### src/rtl/hack_cpu_pkg.sv
// Shared definitions for the Hack CPU core: instruction field positions,
// FSM state encoding, ALU control bundle and the jump-condition helper.
package hack_cpu_pkg;

  localparam int PC_W_DEF  = 15;
  localparam int CNT_W_DEF = 16;

  localparam int IS_C    = 15;
  localparam int A_BIT   = 12;
  localparam int COMP_HI = 11;
  localparam int COMP_LO = 6;
  localparam int DEST_A  = 5;
  localparam int DEST_D  = 4;
  localparam int DEST_M  = 3;
  localparam int J_LT    = 2;
  localparam int J_EQ    = 1;
  localparam int J_GT    = 0;

  typedef enum logic {
    ST_RUN  = 1'b0,
    ST_HALT = 1'b1
  } state_e;

  typedef struct packed {
    logic zx;
    logic nx;
    logic zy;
    logic ny;
    logic f;
    logic no;
  } alu_ctrl_t;

  function automatic logic jump_taken(
    input logic lt,
    input logic eq,
    input logic gt,
    input logic zr,
    input logic ng
  );
    return (lt & ng) | (eq & zr) | (gt & ~ng & ~zr);
  endfunction

endpackage

### src/rtl/hack_cpu_alu16.sv
// Hack 16-bit ALU: optional zero/negate of each operand, add or and,
// optional output negate.  Ports: x_i, y_i operands, six control bits,
// out_o result, zr_o (result is zero), ng_o (result is negative).
module alu16 (
  input  logic [15:0] x_i,
  input  logic [15:0] y_i,
  input  logic        zx_i,
  input  logic        nx_i,
  input  logic        zy_i,
  input  logic        ny_i,
  input  logic        f_i,
  input  logic        no_i,
  output logic [15:0] out_o,
  output logic        zr_o,
  output logic        ng_o
);

  logic [15:0] x0;
  logic [15:0] x1;
  logic [15:0] y0;
  logic [15:0] y1;
  logic [15:0] f0;

  always_comb begin
    x0    = zx_i ? 16'h0000 : x_i;
    x1    = nx_i ? ~x0 : x0;
    y0    = zy_i ? 16'h0000 : y_i;
    y1    = ny_i ? ~y0 : y0;
    f0    = f_i ? (x1 + y1) : (x1 & y1);
    out_o = no_i ? ~f0 : f0;
    zr_o  = (out_o == 16'h0000);
    ng_o  = out_o[15];
  end

endmodule

### src/rtl/hack_cpu.sv
// Hack CPU core: decodes A/C instructions, holds A, D and PC, drives the
// ALU, evaluates jumps and stalls on fetch/memory valid/ready handshakes.
// Ports: clk, reset (sync, active high), instruction/ins_valid (fetch),
// in_m/mem_ready (data memory), out_m/write_m/address_m (memory write),
// pc (next fetch address), halted (sticky halt-loop flag), instret.
module hack_cpu
  import hack_cpu_pkg::*;
#(
  parameter int PC_W  = PC_W_DEF,
  parameter int CNT_W = CNT_W_DEF
) (
  input  logic             clk,
  input  logic             reset,
  input  logic [15:0]      instruction,
  input  logic             ins_valid,
  input  logic [15:0]      in_m,
  input  logic             mem_ready,
  output logic [15:0]      out_m,
  output logic             write_m,
  output logic [PC_W-1:0]  address_m,
  output logic [PC_W-1:0]  pc,
  output logic             halted,
  output logic [CNT_W-1:0] instret
);

  localparam logic [PC_W-1:0]  PC_ONE  = 1;
  localparam logic [CNT_W-1:0] CNT_ONE = 1;

  logic [15:0]      a_q;
  logic [15:0]      a_d;
  logic [15:0]      d_q;
  logic [15:0]      d_d;
  logic [PC_W-1:0]  pc_q;
  logic [PC_W-1:0]  pc_d;
  logic [CNT_W-1:0] cnt_q;
  logic [CNT_W-1:0] cnt_d;
  logic             prev_a_q;
  logic             prev_a_d;
  logic             halted_q;
  logic             halted_d;
  state_e           state_q;
  state_e           state_d;

  logic            is_c;
  logic            a_sel;
  logic            dest_a;
  logic            dest_d;
  logic            dest_m;
  logic            uses_m;
  logic            run;
  logic            commit;
  logic            taken;
  logic            halt_hit;
  logic [PC_W-1:0] target;
  alu_ctrl_t       ctrl;
  logic [15:0]     alu_y;
  logic [15:0]     alu_out;
  logic            zr;
  logic            ng;

  assign is_c   = instruction[IS_C];
  assign a_sel  = is_c & instruction[A_BIT];
  assign dest_a = is_c & instruction[DEST_A];
  assign dest_d = is_c & instruction[DEST_D];
  assign dest_m = is_c & instruction[DEST_M];
  assign ctrl   = alu_ctrl_t'(instruction[COMP_HI:COMP_LO]);
  assign alu_y  = a_sel ? in_m : a_q;

  alu16 u_alu (
    .x_i  (d_q),
    .y_i  (alu_y),
    .zx_i (ctrl.zx),
    .nx_i (ctrl.nx),
    .zy_i (ctrl.zy),
    .ny_i (ctrl.ny),
    .f_i  (ctrl.f),
    .no_i (ctrl.no),
    .out_o(alu_out),
    .zr_o (zr),
    .ng_o (ng)
  );

  assign run    = (state_q == ST_RUN);
  assign uses_m = a_sel | dest_m;
  assign commit = run & ins_valid & (~uses_m | mem_ready);

  assign taken = is_c & jump_taken(instruction[J_LT],
                                   instruction[J_EQ],
                                   instruction[J_GT],
                                   zr, ng);

  // Jump target is always the pre-edge A, even if destA rewrites it.
  assign target = a_q[PC_W-1:0];

  // "@X ; 0;JMP" where X is the address of the @X itself.
  assign halt_hit = taken & prev_a_q & (target == (pc_q - PC_ONE));

  always_comb begin
    a_d      = a_q;
    d_d      = d_q;
    pc_d     = pc_q;
    cnt_d    = cnt_q;
    prev_a_d = prev_a_q;
    halted_d = halted_q;
    state_d  = state_q;
    unique case (state_q)
      ST_RUN: begin
        if (commit) begin
          cnt_d    = cnt_q + CNT_ONE;
          prev_a_d = ~is_c;
          pc_d     = taken ? target : (pc_q + PC_ONE);
          if (!is_c) begin
            a_d = {1'b0, instruction[14:0]};
          end else if (dest_a) begin
            a_d = alu_out;
          end
          if (dest_d) begin
            d_d = alu_out;
          end
          if (halt_hit) begin
            state_d  = ST_HALT;
            halted_d = 1'b1;
          end
        end
      end
      ST_HALT: begin
        state_d = ST_HALT;
      end
      default: begin
        state_d = ST_RUN;
      end
    endcase
  end

  always_ff @(posedge clk) begin
    if (reset) begin
      a_q      <= '0;
      d_q      <= '0;
      pc_q     <= '0;
      cnt_q    <= '0;
      prev_a_q <= 1'b0;
      halted_q <= 1'b0;
      state_q  <= ST_RUN;
    end else begin
      a_q      <= a_d;
      d_q      <= d_d;
      pc_q     <= pc_d;
      cnt_q    <= cnt_d;
      prev_a_q <= prev_a_d;
      halted_q <= halted_d;
      state_q  <= state_d;
    end
  end

  // Held high across a memory stall; memory commits on write_m & mem_ready.
  assign write_m   = ~reset & run & ins_valid & dest_m;
  assign out_m     = alu_out;
  assign address_m = a_q[PC_W-1:0];
  assign pc        = pc_q;
  assign halted    = halted_q;
  assign instret   = cnt_q;

endmodule

### config.mk
export PLATFORM = sky130hd
export DESIGN_NAME = hack_cpu
export DESIGN_NICKNAME = d
export VERILOG_FILES = /design/src/rtl/hack_cpu_pkg.sv /design/src/rtl/hack_cpu_alu16.sv /design/src/rtl/hack_cpu.sv
export SDC_FILE = /design/constraint.sdc
export NUM_CORES = 1
export LEC_CHECK = 0
export CAP_MARGIN = 30
export CORE_MARGIN = 4
export CORE_UTILIZATION = 49
export CTS_CLUSTER_SIZE = 12
export DETAILED_ROUTE_END_ITERATION = 8
export PLACE_DENSITY = 0.78
export RECOVER_POWER = 25
export SLEW_MARGIN = 20
export SYNTH_ARGS = -nofsm -noshare
export SYNTH_HDL_FRONTEND = slang
export SYNTH_SLANG_ARGS = --single-unit
### constraint.sdc
create_clock -name clk -period 5.41 [get_ports clk]
set_input_delay 1.082 -clock clk [delete_from_list [all_inputs] [get_ports clk]]
set_output_delay 1.082 -clock clk [all_outputs]
set_load 0.01 [all_outputs]
==> out/qor.txt <==
Status -> complete, no violations
Diodes inserted -> 0
Ports -> 100
# setup viols final -> 0
Reg2reg end -> pc[0]$_SDFFE_PP0P_
CTS tree -> yes
# clock sinks -> 66
Synth area leader -> dfxtp_1
Placed insts -> 1041
Post-synth EDFFs -> 0
RD Place Congestion -> 0.963
Clk_lat worst skew -> 330 ps
Ys async rst share -> 0
H-tree Lvls -> 3
Startpoint Class -> input port
Average cell area after synthesis -> 7.34 um2
DR vias/cell -> 5.95
Total track usage -> 0.283
MaxCap Viol Count -> 0
Die X -> 115 um
Count of cell types in the netlist -> 65
Pre-CTS setup slack -> -616 ps
Vias -> 6343
Worst Hold End -> d_q[9]$_SDFFE_PP0P_
Skew final -> 4.74 ps
Core ar. -> 11000 um2
Worst R2R Start -> a_q[4]$_SDFFE_PP0P_
Final slew viol count -> 0
DRC viols -> 0
Hold Crit Depth -> 2
CP peak stage delay -> 510 ps
Synthesis Warnings -> 0
CTS Root Cell -> clkbuf_16
ANT nets after route -> 0
#FFs+latches synth -> 66
Worst Setup Slack, final -> 73.8 ps
Layout cell share with drive strength beyond 1 -> 0.191
Syn Std Cell Area -> 5600 um2
Hold Path Class -> reg2reg
Total power draw -> 0.00212 W
Die area -> 13200 um2
Mapped Cells -> 763
Global-route wire length before repair -> 30100 um
Min cycle time layout -> 5340 ps
Worst-margin pin slew -> 930 ps
Slew Limit Headroom -> 0.380
Critical Path End Type -> output port
Total Wirelength -> 19200 um
Crit path kind -> in2out
Starting DRC count in detailed routing -> 584
First drt pass iteration count -> 5
Initial antenna violation count -> 0
CP arrival -> 4250 ps
DP HPWL -> 14400 um
GR Overflow Total -> 0
Clk slew on worst S/H paths -> 50 ps
Largest cells by area after synthesis -> dfxtp_1 24%, nand2_1 8.4%, xnor2_1 7.3%, xor2_1 5.5%, a21oi_1 4.9%
Final Util -> 0.706
Max rail drop VDD -> 0.216 mV
FF/Latch Area -> 1320 um2
Multi-input gate area -> 4060 um2
Master of the slowest instance on the critical path -> clkdlybuf4s50_1
Top cell type's share of synthesized area -> 0.236
Reg2reg setup slack -> 910 ps
Endpoints failing hold -> 0
Main synth FF type -> dfxtp_1
Sequential-to-total area share from yosys stat -> 0.236
Layout area overhead -> 39.0%
Wirelength per Cell -> 18.1 um
Synthesized net count -> 819
PwrDens -> 272 nW/um2
Fin cells -> 1066
CTS Buf Count -> 9
Achievable frequency -> 0.187 GHz
FP Rows -> 38
Chip height -> 115 um
Largest net degree at the start of global routing -> 67
CP Cell Sequence -> clkdlybuf4s50_1 > nand2_1 > a21oi_2 > xor2_1 > buf_4 > fa_1 > a21o_4 > a311o_1 > and4b_1 > or3_4 > xnor2_2 > inv_1 > dlygate4sd2_1
CP required -> 4330 ps
Reg2reg path depth -> 17
Fillers -> 891
Initial core utilization -> 0.508
Period Utilization, post-route -> 0.986
Crit Path Max Fanout -> 5
Clk buf depth -> 2
Hold_sp -> d_q[9]$_SDFFE_PP0P_
Final net count -> 977
LEAKAGE -> 3.17 nW
Buffers on Ports -> 99
Vias in the first global route -> 5999
-- final cells by class --
cell class                 instances  area share
multi-input combinational        615       0.521
timing repair buffer             216       0.241
sequential                        66       0.170
clock buffer                      11      0.0312
tap                              140      0.0225
clock inverter                     5     0.00803
inverter                          13     0.00626
-- synthesized netlist by cell type (18+ instances only) --
library cell,n
xnor2_1,47
a211oi_1,20
nand2b_1,21
a21oi_1,55
nor2_1,52
mux2i_1,18
or3_1,28
a21o_1,18
ha_1,19
dfxtp_1,66
nand2_1,125
clkbuf_1,36
xor2_1,35
nand3_1,35
a31oi_1,19
-- report_power, final --
part / switching [W] / internal [W] / total (W)
logic: 0.000491 / 0.000485 / 0.000976
clock network: 0.000219 / 0.000372 / 0.000590
registers: 0.0000423 / 0.000512 / 0.000554
total: 0.000752 / 0.00137 / 0.00212
-- repair_timing --
item | CTS | global route
hold buffers | 0 | 0
setup buffers | 4 | 5
endpoints found under the setup margin | 27 | 24
gates resized for setup | 27 | 30
hold endpoints to repair | 0 | 0
pin swaps | 5 | 17
-- worst max path at each step --
stage,start,end,slack [ps],cells after the start
after detailed placement,instruction[12],out_m[12],-620,13
after global placement,instruction[12],out_m[12],-530,13
final,in_m[1],out_m[8],70,13
after global routing,in_m[1],out_m[9],-50,14
after floorplan,instruction[10],pc[10]$_SDFFE_PP0P_,100,16
after CTS,in_m[1],out_m[9],3,14
-- through the flow --
step	instance area [um2]	setup TNS (ps)	hold WS, ps
2_1_floorplan	5600	0	432
3_3_place_gp	7250	-11720	442
3_5_place_dp	7250	-12520	447
4_1_cts	7650	0	454
5_1_grt	7790	-144	482
6_report	7790	0	461
-- sequential cells by signal, indices dropped and copies added (netlist names) --
| signal | flops |
|---|---|
| state_q | 1 |
| pc | 15 |
| prev_a_q | 1 |
| d_q | 16 |
| a_q | 16 |
| halted | 1 |
| instret | 16 |
-- worst max-delay path: cells and delay by family --
kind,cells,cell delay (ps)
adders and majority gates,1,420
buffers and inverters,4,1000
and+or+nand+nor,3,690
xor gates and xnor gates,2,290
AOI/OAI and AO/OA,3,760
-- layout by cell type (no fill, tap or decap), drive strengths merged, types with 28 or more instances in the layout --
cell type	count
xnor2	47
xor2	35
nand2	125
nand3	35
clkdlybuf4s50	51
or3	28
nor2	52
dfxtp	66
a21oi	57
buf	119
dlygate4sd3	32
-- logic make-up (layout without fill, tap and decap cells) --
kind of cell | after synthesis | after routing | share of synthesized area
mux | 19 | 19 | 0.0342
xor+xnor | 82 | 82 | 0.128
flops | 66 | 66 | 0.236
simple gates | 322 | 322 | 0.276
fa+ha+maj | 20 | 20 | 0.0460
buf+inv | 82 | 245 | 0.0697
compound gates | 172 | 172 | 0.211
-- routing by layer --
layer | GRT usage | routed length (um) | vias to the layer above | part of all wire
met3 | 0.0458 | 1530 | 34 | 0.079
met4 | 0.0689 | 369 | 0 | 0.019
li1 | - | - | 2994 | -
met2 | 0.473 | 9080 | 280 | 0.47
met1 | 0.382 | 8270 | 3035 | 0.43
met5 | 0 | 0 | - | 0
No activity file was read; power rests on OpenSTA's default activity.
